===== src/rtl/serial_adder_ctrl.sv =====
// Bit-serial add/subtract sequencer built around a single 1-bit full adder.
// One result bit is produced per clock, LSB first, behind a start/busy/done
// handshake.

// 1-bit full adder cell, time-multiplexed by the sequencer below.
module Full_Adder (
    input  logic A,
    input  logic B,
    input  logic Cin,
    output logic Y,
    output logic Cout
);

    // Sum and carry of three input bits.
    always_comb begin
        Y    = A ^ B ^ Cin;
        Cout = (A & B) | (Cin & (A ^ B));
    end

endmodule

module serial_adder_ctrl #(
    parameter int unsigned WIDTH = 8
) (
    input  logic             clk,
    input  logic             rst_n,
    input  logic             start,
    input  logic             sub,
    input  logic [WIDTH-1:0] a,
    input  logic [WIDTH-1:0] b,
    input  logic             cin,
    output logic             busy,
    output logic             done,
    output logic [WIDTH-1:0] sum,
    output logic             cout
);

    localparam int unsigned CW = (WIDTH > 1) ? $clog2(WIDTH) : 1;
    localparam logic [CW-1:0] LAST_BIT = CW'(WIDTH - 1);

    typedef enum logic [1:0] {
        IDLE,
        RUN,
        DONE
    } state_t;

    state_t           state_q, state_d;
    logic [WIDTH-1:0] a_q, a_d;
    logic [WIDTH-1:0] b_q, b_d;
    logic             carry_q, carry_d;
    logic [CW-1:0]    cnt_q, cnt_d;
    logic [WIDTH-1:0] sum_q, sum_d;
    logic             cout_q, cout_d;

    logic             fa_y;
    logic             fa_cout;

    Full_Adder u_fa (
        .A    (a_q[0]),
        .B    (b_q[0]),
        .Cin  (carry_q),
        .Y    (fa_y),
        .Cout (fa_cout)
    );

    // State and datapath registers; reset clears everything immediately.
    always_ff @(posedge clk or negedge rst_n) begin
        if (!rst_n) begin
            state_q <= IDLE;
            a_q     <= '0;
            b_q     <= '0;
            carry_q <= 1'b0;
            cnt_q   <= '0;
            sum_q   <= '0;
            cout_q  <= 1'b0;
        end else begin
            state_q <= state_d;
            a_q     <= a_d;
            b_q     <= b_d;
            carry_q <= carry_d;
            cnt_q   <= cnt_d;
            sum_q   <= sum_d;
            cout_q  <= cout_d;
        end
    end

    // Next-state and datapath control: capture in IDLE, one bit per RUN cycle.
    always_comb begin
        state_d = state_q;
        a_d     = a_q;
        b_d     = b_q;
        carry_d = carry_q;
        cnt_d   = cnt_q;
        sum_d   = sum_q;
        cout_d  = cout_q;

        case (state_q)
            IDLE: begin
                if (start) begin
                    // Subtract is a + ~b + 1: invert B and seed the carry with 1.
                    a_d     = a;
                    b_d     = sub ? ~b : b;
                    carry_d = sub ? 1'b1 : cin;
                    cnt_d   = '0;
                    sum_d   = '0;
                    state_d = RUN;
                end
            end
            RUN: begin
                sum_d   = {fa_y, sum_q[WIDTH-1:1]};
                a_d     = a_q >> 1;
                b_d     = b_q >> 1;
                carry_d = fa_cout;
                cnt_d   = cnt_q + CW'(1);
                if (cnt_q == LAST_BIT) begin
                    // Park the counter at zero so it never passes WIDTH-1.
                    cnt_d   = '0;
                    cout_d  = fa_cout;
                    state_d = DONE;
                end
            end
            DONE: begin
                state_d = IDLE;
            end
            default: begin
                state_d = IDLE;
            end
        endcase
    end

    // Handshake outputs decode directly from the state register.
    always_comb begin
        busy = (state_q == RUN);
        done = (state_q == DONE);
        sum  = sum_q;
        cout = cout_q;
    end

endmodule


===== config.mk =====
export PLATFORM = sky130hd
export DESIGN_NAME = serial_adder_ctrl
export DESIGN_NICKNAME = d
export VERILOG_FILES = /design/src/rtl/serial_adder_ctrl.sv
export SDC_FILE = /design/constraint.sdc
export NUM_CORES = 1
export LEC_CHECK = 0
export CAP_MARGIN = 20
export CORE_ASPECT_RATIO = 0.9
export CORE_MARGIN = 4
export CORE_UTILIZATION = 25
export DETAILED_ROUTE_END_ITERATION = 6
export PLACE_DENSITY = 0.45
export SLEW_MARGIN = 15
export SYNTH_ARGS = -nofsm -noshare
export SYNTH_HDL_FRONTEND = slang
export SYNTH_HIERARCHICAL = 1
export SYNTH_SLANG_ARGS = --single-unit

===== constraint.sdc =====
create_clock -name clk -period 3.5 [get_ports clk]
set_clock_uncertainty 0.2 [all_clocks]
set_input_delay 1.05 -clock clk [delete_from_list [all_inputs] [get_ports clk]]
set_output_delay 1.05 -clock clk [all_outputs]
set_load 0.01 [all_outputs]

* After elaboration in Yosys (flattened, before gate mapping)
Cells that the tools add are included.
** Storage, ports and cells
- Register bits after elaboration :: 31
- Input port bits :: 21
- Logic and storage cells :: 40
** Cells by class
- Reduce and logical (&&, ||, !) cells :: 5
- Eq/ne operators :: 5
- Add/sub/neg operators :: 1
- Bitwise operators :: 6
- Muxes and demuxes :: 16
** Operators with widths (count)
- $pmux W8 S2 :: 3
- $mux W8 :: 4
- $not A8 Y8 :: 1
- $mux W3 :: 2
- $pmux W3 S2 :: 1
- $reduce_and A2 Y1 :: 3
- $mux W2 :: 2
- $pmux W2 S2 :: 1
- $add A3 B1 Y3 const B :: 1
- $eq A3 B3 Y1 const B :: 1
- $and A1 B1 Y1 :: 2
- $eq A2 B1 Y1 const B :: 1
- $eq A2 B2 Y1 const B :: 1
- $logic_not A2 Y1 :: 1
- $mux W1 :: 2
- $ne A2 B1 Y1 const B :: 1
- $ne A2 B2 Y1 const B :: 1
- $pmux W1 S2 :: 1
- $reduce_bool A2 Y1 :: 1
- $xor A1 B1 Y1 :: 2
- $or A1 B1 Y1 :: 1

* Longest topological paths before layout
Gate-level depths: netlist (run 1).
- Depth after elaboration :: 4
- Mapped depth :: 5

* By module
Netlist (run 1), hierarchy kept.
** Modules (own cells, without submodules)
- serial_adder_ctrl :: seq. area each 775.7 um2, area each 1505.2 um2, cells each 139, times used 1
- Full_Adder :: seq. area each 0.0 um2, area each 20.0 um2, cells each 1, times used 1

* Least setup slack after synthesis (run 1)
OpenSTA, ideal clock, no wires.
- Path kind :: register -> output
- Start :: register state_q[1]
- End :: output done
- Data arrival time :: 0.961 ns
- Buffers on the path :: 2
- Slack :: 1.289 ns
- Stages on the path, launching flop included :: 4
- Data required time :: 2.250 ns
- Cells stage by stage :: dfrtp_1 buf_2 buf_2 nor2b_1
** On the way
- Longest elaborated chain between the ends :: 1
** Ends and longest elaborated chain
- start, declared :: RTL line 47 : state_t state_q, state_d;
- start signal, assigned :: RTL line 77 : state_q <= state_d;
- $eq A2 B2 Y1 :: RTL line 134 : done = (state_q == DONE);
- end, declared :: RTL line 33 : output logic done,
Every way passes these cells.

* Final worst setup path (run 1)
- Start :: register state_q[0]
- End :: output busy
** On the way
- Longest elaborated chain between the ends :: 1
** Ends and longest elaborated chain
- $eq A2 B1 Y1 :: RTL line 133 : busy = (state_q == RUN);
- end, declared :: RTL line 32 : output logic busy,
Every way passes these cells.

==> results of run 1 <==
==> cell families after synthesis <==
logic type / Yosys count / share of synthesized area [%]
AO/OA/AOI/OAI: 53 / 25.2
XOR/XNOR: 8 / 4.59
adder cells (fa/ha/maj): 3 / 2.95
buffers and inverters: 20 / 6.07
flip-flops: 31 / 50.9
multiplexers: 2 / 1.39
AND/OR/NAND/NOR: 23 / 8.94
==> flip-flops by register name (all words and copies together), names as in the netlist <==
signal and flops:
state_q 2, carry_q 1, sum 8, a_q 8, cnt_q 3, b_q 8
cout 1
==> cells in the mapped netlist (all sizes together) (2+ instances only) <==
cell | instances | area, um2
a22o | 11 | 96.3
a221o | 6 | 60.1
nor2 | 3 | 13.8
xnor2 | 7 | 61.3
ha | 2 | 25.0
dfrtp | 31 | 776
buf | 12 | 62.6
o21ai | 10 | 50.1
or2 | 2 | 12.5
inv | 7 | 26.3
nand2 | 3 | 11.3
o32ai | 6 | 52.6
a21oi | 10 | 50.1
nor2b | 13 | 81.3
a22oi | 9 | 67.6
==> final timing paths <==
| kind | from | end | slack, ps | depth (start not counted) |
|---|---|---|---|---|
| setup reg to reg | state_q[0]$_DFFE_PN0P_ | cout$_DFFE_PN0P_ | 1660 | 4 |
| setup / recovery | state_q[0]$_DFFE_PN0P_ | busy | 730 | 2 |
| min in group asynchronous | rst_n | sum[1]$_DFFE_PN0P_ | 970 | 2 |
| hold / removal | sum[0]$_DFFE_PN0P_ | sum[0]$_DFFE_PN0P_ | 300 | 1 |
| max in group asynchronous | rst_n | a_q[3]$_DFFE_PN0P_ | 1830 | 2 |
| hold reg to reg | sum[0]$_DFFE_PN0P_ | sum[0]$_DFFE_PN0P_ | 300 | 1 |
==> stage by stage <==
stage	setup slack (ps)	std cells	instance area, um2	hold slack [ps]
after floorplan	1290	140	1530	268
after global placement	694	234	1900	285
after detailed placement	629	234	1900	291
after CTS	695	242	2000	307
after global routing	615	242	2000	327
final	726	242	2000	300
==> layout make-up <==
class	instances	area, um2	share of cell area (%)
multi-input combinational	89	659	32.9
clock buffer	8	100	4.99
sequential	31	776	38.7
inverter	7	26.3	1.31
timing repair buffer	37	355	17.7
tap	70	87.6	4.37
==> per-layer routing <==
metal | up-vias | global-route usage, % | wire length, um
met5 | - | 0 | 0
met4 | 0 | 1.83 | 0
met3 | 0 | 4.62 | 185
met2 | 25 | 16.5 | 1620
met1 | 563 | 13.5 | 1760
li1 | 570 | - | -
==> critical path, cell delays in order, from the launching register on <==
cell and delay (ps):
dfrtp_1 490, nor2b_2 210, clkdlybuf4s50_1 550
==> power breakdown <==
part	switching [mW]	internal [mW]	total, mW
combinational	0.290	0.328	0.618
clock	0.128	0.179	0.307
sequential	0.113	0.497	0.610
==> results_dict.tcl, run 1 <==
set metrics [dict create \
    synth_edf_count 0 \
    area_growth_syn_to_layout_pct 31.4 \
    via_per_inst 4.79 \
    post-route-period-util_pct 79.3 \
    clk_path_buf_depth 2 \
    post-route-util_pct 34.6 \
    die_w_um 90.3 \
    fillCellCount 597 \
    drcViolationCount 0 \
    postCtsHoldBufs 0 \
    syn_nets 164 \
    setup_violations 0 \
    cts-root-buf "clkbuf_8" \
    synthArstFlopShare_pct 100 \
    total_power_mw 1.54 \
    io_buffers 31 \
    antenna_found_initial 0 \
    cts_made_buffers 5 \
    die_area_mm2 0.00742 \
    num_rows 26 \
    dp_hpwl_um 2440 \
    synth_cell_type_count 26 \
    overflow 0 \
    max-cap-violations 0 \
    wire_per_inst_um 14.7 \
    start_util_pct 26.3 \
    track_usage_pct 10.4 \
    layout_common_cells "dfrtp_1 (31), clkdlybuf4s50_1 (31), nor2b_1 (12)" \
    crit_fanout 9 \
    synth_flop_cell "dfrtp_1" \
    cts_tree "done" \
    yosys_warnings 6 \
    nets 195 \
    gp_congestion 0.724 \
    tightestPinTransition_ps 506 \
    hp-class "reg -> reg" \
    core_mm2 0.00579 \
    worstSkewPairLatency_ps 280 \
    ir_worst_vdd_mv 0.339 \
    drt_iter0_drc 66 \
    tns_ps 0 \
    endpoint_kind "output pin" \
    cts_setup_buffers 0 \
    ctsResizeCount 0 \
    grt_pass1_vias 1222 \
    path_class "reg -> out" \
    synth.avg_cell_area_um2 10.9 \
    yosysSeqAreaShare_pct 50.9 \
    drive_above_1_share_pct 10.5 \
    syn_area_mm2 0.00153 \
    first_pass_iters 6 \
    fmax_mhz 360 \
    leakagePower_nw 0.831 \
    vias 1158 \
    n_antenna_cell 0 \
    run_status "finished, final reports clean" \
    cts.htree.levels 2 \
    drt-total-wl_um 3570 \
    ys_ff_latch 31 \
    slew_violations 0 \
    ant_nets 0 \
    grt_start_max_net_pins 32 \
    powerDensity_mw_per_mm2 766 \
    rsz0062_at_grt "false" \
    cts.sink_count 31 \
    grt_pass1_wl_um 6070 \
    period_minus_slack_ps 2770 \
    syn_inst 140 \
    path_clk_slew_ps 60 \
    worstPathArrival_ps 1520 \
    worstPathRequired_ps 2250 \
    cp-start-kind "flip-flop" \
    io_pins 32 \
    slew_headroom_pct 66.2 \
    hold_viol_final 0 \
    die_y_um 82.1 \
]
(Power assumes the default switching activity.)
==> run 2, diff against run 1 <==
==> constraint.sdc (replaced) <==
create_clock -name clk -period 2.65 [get_ports clk]
set_clock_uncertainty 0.2 [all_clocks]
set_input_delay 0.795 -clock clk [delete_from_list [all_inputs] [get_ports clk]]
set_output_delay 0.795 -clock clk [all_outputs]
set_load 0.01 [all_outputs]
==> results_dict.tcl, run 2 (synthesis results as in run 1) <==
set metrics [dict create \
    drive_above_1_share_pct 12.6 \
    n_antenna_cell 0 \
    grt_pass1_wl_um 6330 \
    grt_pass1_vias 1269 \
    hp-class "reg -> reg" \
    io_pins 32 \
    drt-total-wl_um 3760 \
    max-cap-violations 0 \
    cts_setup_buffers 0 \
    rsz0062_at_grt "false" \
    worstSkewPairLatency_ps 280 \
    postCtsHoldBufs 0 \
    post-route-period-util_pct 93.4 \
    post-route-util_pct 34.9 \
    tns_ps 0 \
    place_ws_ps 126 \
    cp-start-kind "flip-flop" \
    tightestPinTransition_ps 535 \
    cts_tree "done" \
    fmax_mhz 404 \
    track_usage_pct 10.8 \
    ant_nets 0 \
    slew_violations 0 \
    grt_start_max_net_pins 32 \
    dp_hpwl_um 2610 \
    setup_ws_ps 174 \
    via_per_inst 5.00 \
    leakagePower_nw 0.846 \
    path_clk_slew_ps 70 \
    drt_iter0_drc 64 \
    die_y_um 82.1 \
    cts.htree.levels 2 \
    core_mm2 0.00579 \
    io_buffers 31 \
    area_growth_syn_to_layout_pct 32.6 \
    endpoint_kind "output pin" \
    whs_ps 302 \
    crit_fanout 4 \
    run_status "finished, final reports clean" \
    cts_made_buffers 5 \
    cts.sink_count 31 \
    period_minus_slack_ps 2480 \
    clk_path_buf_depth 2 \
    worstPathArrival_ps 1480 \
    fillCellCount 578 \
    vias 1225 \
    path_class "reg -> out" \
    worstPathRequired_ps 1660 \
    die_area_mm2 0.00742 \
    ctsResizeCount 0 \
    powerDensity_mw_per_mm2 1000 \
    wire_per_inst_um 15.4 \
    die_w_um 90.3 \
    multi_input_area_um2 659 \
    overflow 0 \
    drcViolationCount 0 \
    slew_headroom_pct 64.2 \
    cts-root-buf "clkbuf_8" \
    first_pass_iters 4 \
    nets 199 \
    start_util_pct 26.3 \
    num_rows 26 \
    antenna_found_initial 0 \
    ir_worst_vdd_mv 0.310 \
    seqCellArea_um2 776 \
    setup_violations 0 \
    gp_congestion 0.788 \
    layout_common_cells "dfrtp_1 (31), clkdlybuf4s50_1 (31), nor2b_1 (12)" \
    hold_viol_final 0 \
]
[run 2: cell count changes in the layout (fill, tap and decap cells not counted), sizes merged]
cell    previous run  this run
clkbuf             8         6
buf                6        10
clkinv             0         1
[run 2: where the power goes]
part / switching [mW] / internal, mW
Clock: 0.176 / 0.204
Combinational: 0.402 / 0.449
Sequential: 0.140 / 0.656
Total: 0.718 / 1.31
[run 2: layout make-up]
| cell class | instances | share of cell area, % |
|---|---|---|
| timing repair buffer | 41 | 19.1 |
| tap | 70 | 4.33 |
| clock inverter | 1 | 0.248 |
| sequential | 31 | 38.4 |
| multi-input combinational | 89 | 32.6 |
| inverter | 7 | 1.30 |
| clock buffer | 6 | 4.08 |
[run 2: per-stage QoR]
step                total power, mW  cell area [um2]  cells
finish                         2.03             2020    245
detailed placement             1.67             1930    238
global placement               1.64             1930    238
global route                   2.18             2020    245
floorplan                      1.33             1530    140
CTS                            2.06             2020    245
[run 2: worst paths after layout]
check	endpoint	startpoint	slack (ps)	cells past startpoint
worst max register to register	cout$_DFFE_PN0P_	state_q[1]$_DFFE_PN0P_	910	4
worst min-delay path	sum[0]$_DFFE_PN0P_	sum[0]$_DFFE_PN0P_	300	1
worst max-delay path	done	state_q[1]$_DFFE_PN0P_	170	2
worst min register to register	sum[0]$_DFFE_PN0P_	sum[0]$_DFFE_PN0P_	300	1
min in group asynchronous	sum[4]$_DFFE_PN0P_	rst_n	710	2
max in group asynchronous	a_q[7]$_DFFE_PN0P_	rst_n	1230	2
[run 2: routing by layer]
| metal | global-route usage (%) | vias up | part of all wire, % |
|---|---|---|---|
| met4 | 3.21 | 0 | 0.82 |
| met3 | 3.44 | 4 | 5.1 |
| met1 | 14.2 | 619 | 48 |
| met5 | 0 | - | 0 |
| met2 | 17.3 | 26 | 46 |
| li1 | - | 576 | - |
[run 2: worst max-delay path: stages (launching register included)]
cell	delay (ps)
dfrtp_1	410
nor2b_1	220
clkdlybuf4s50_1	570
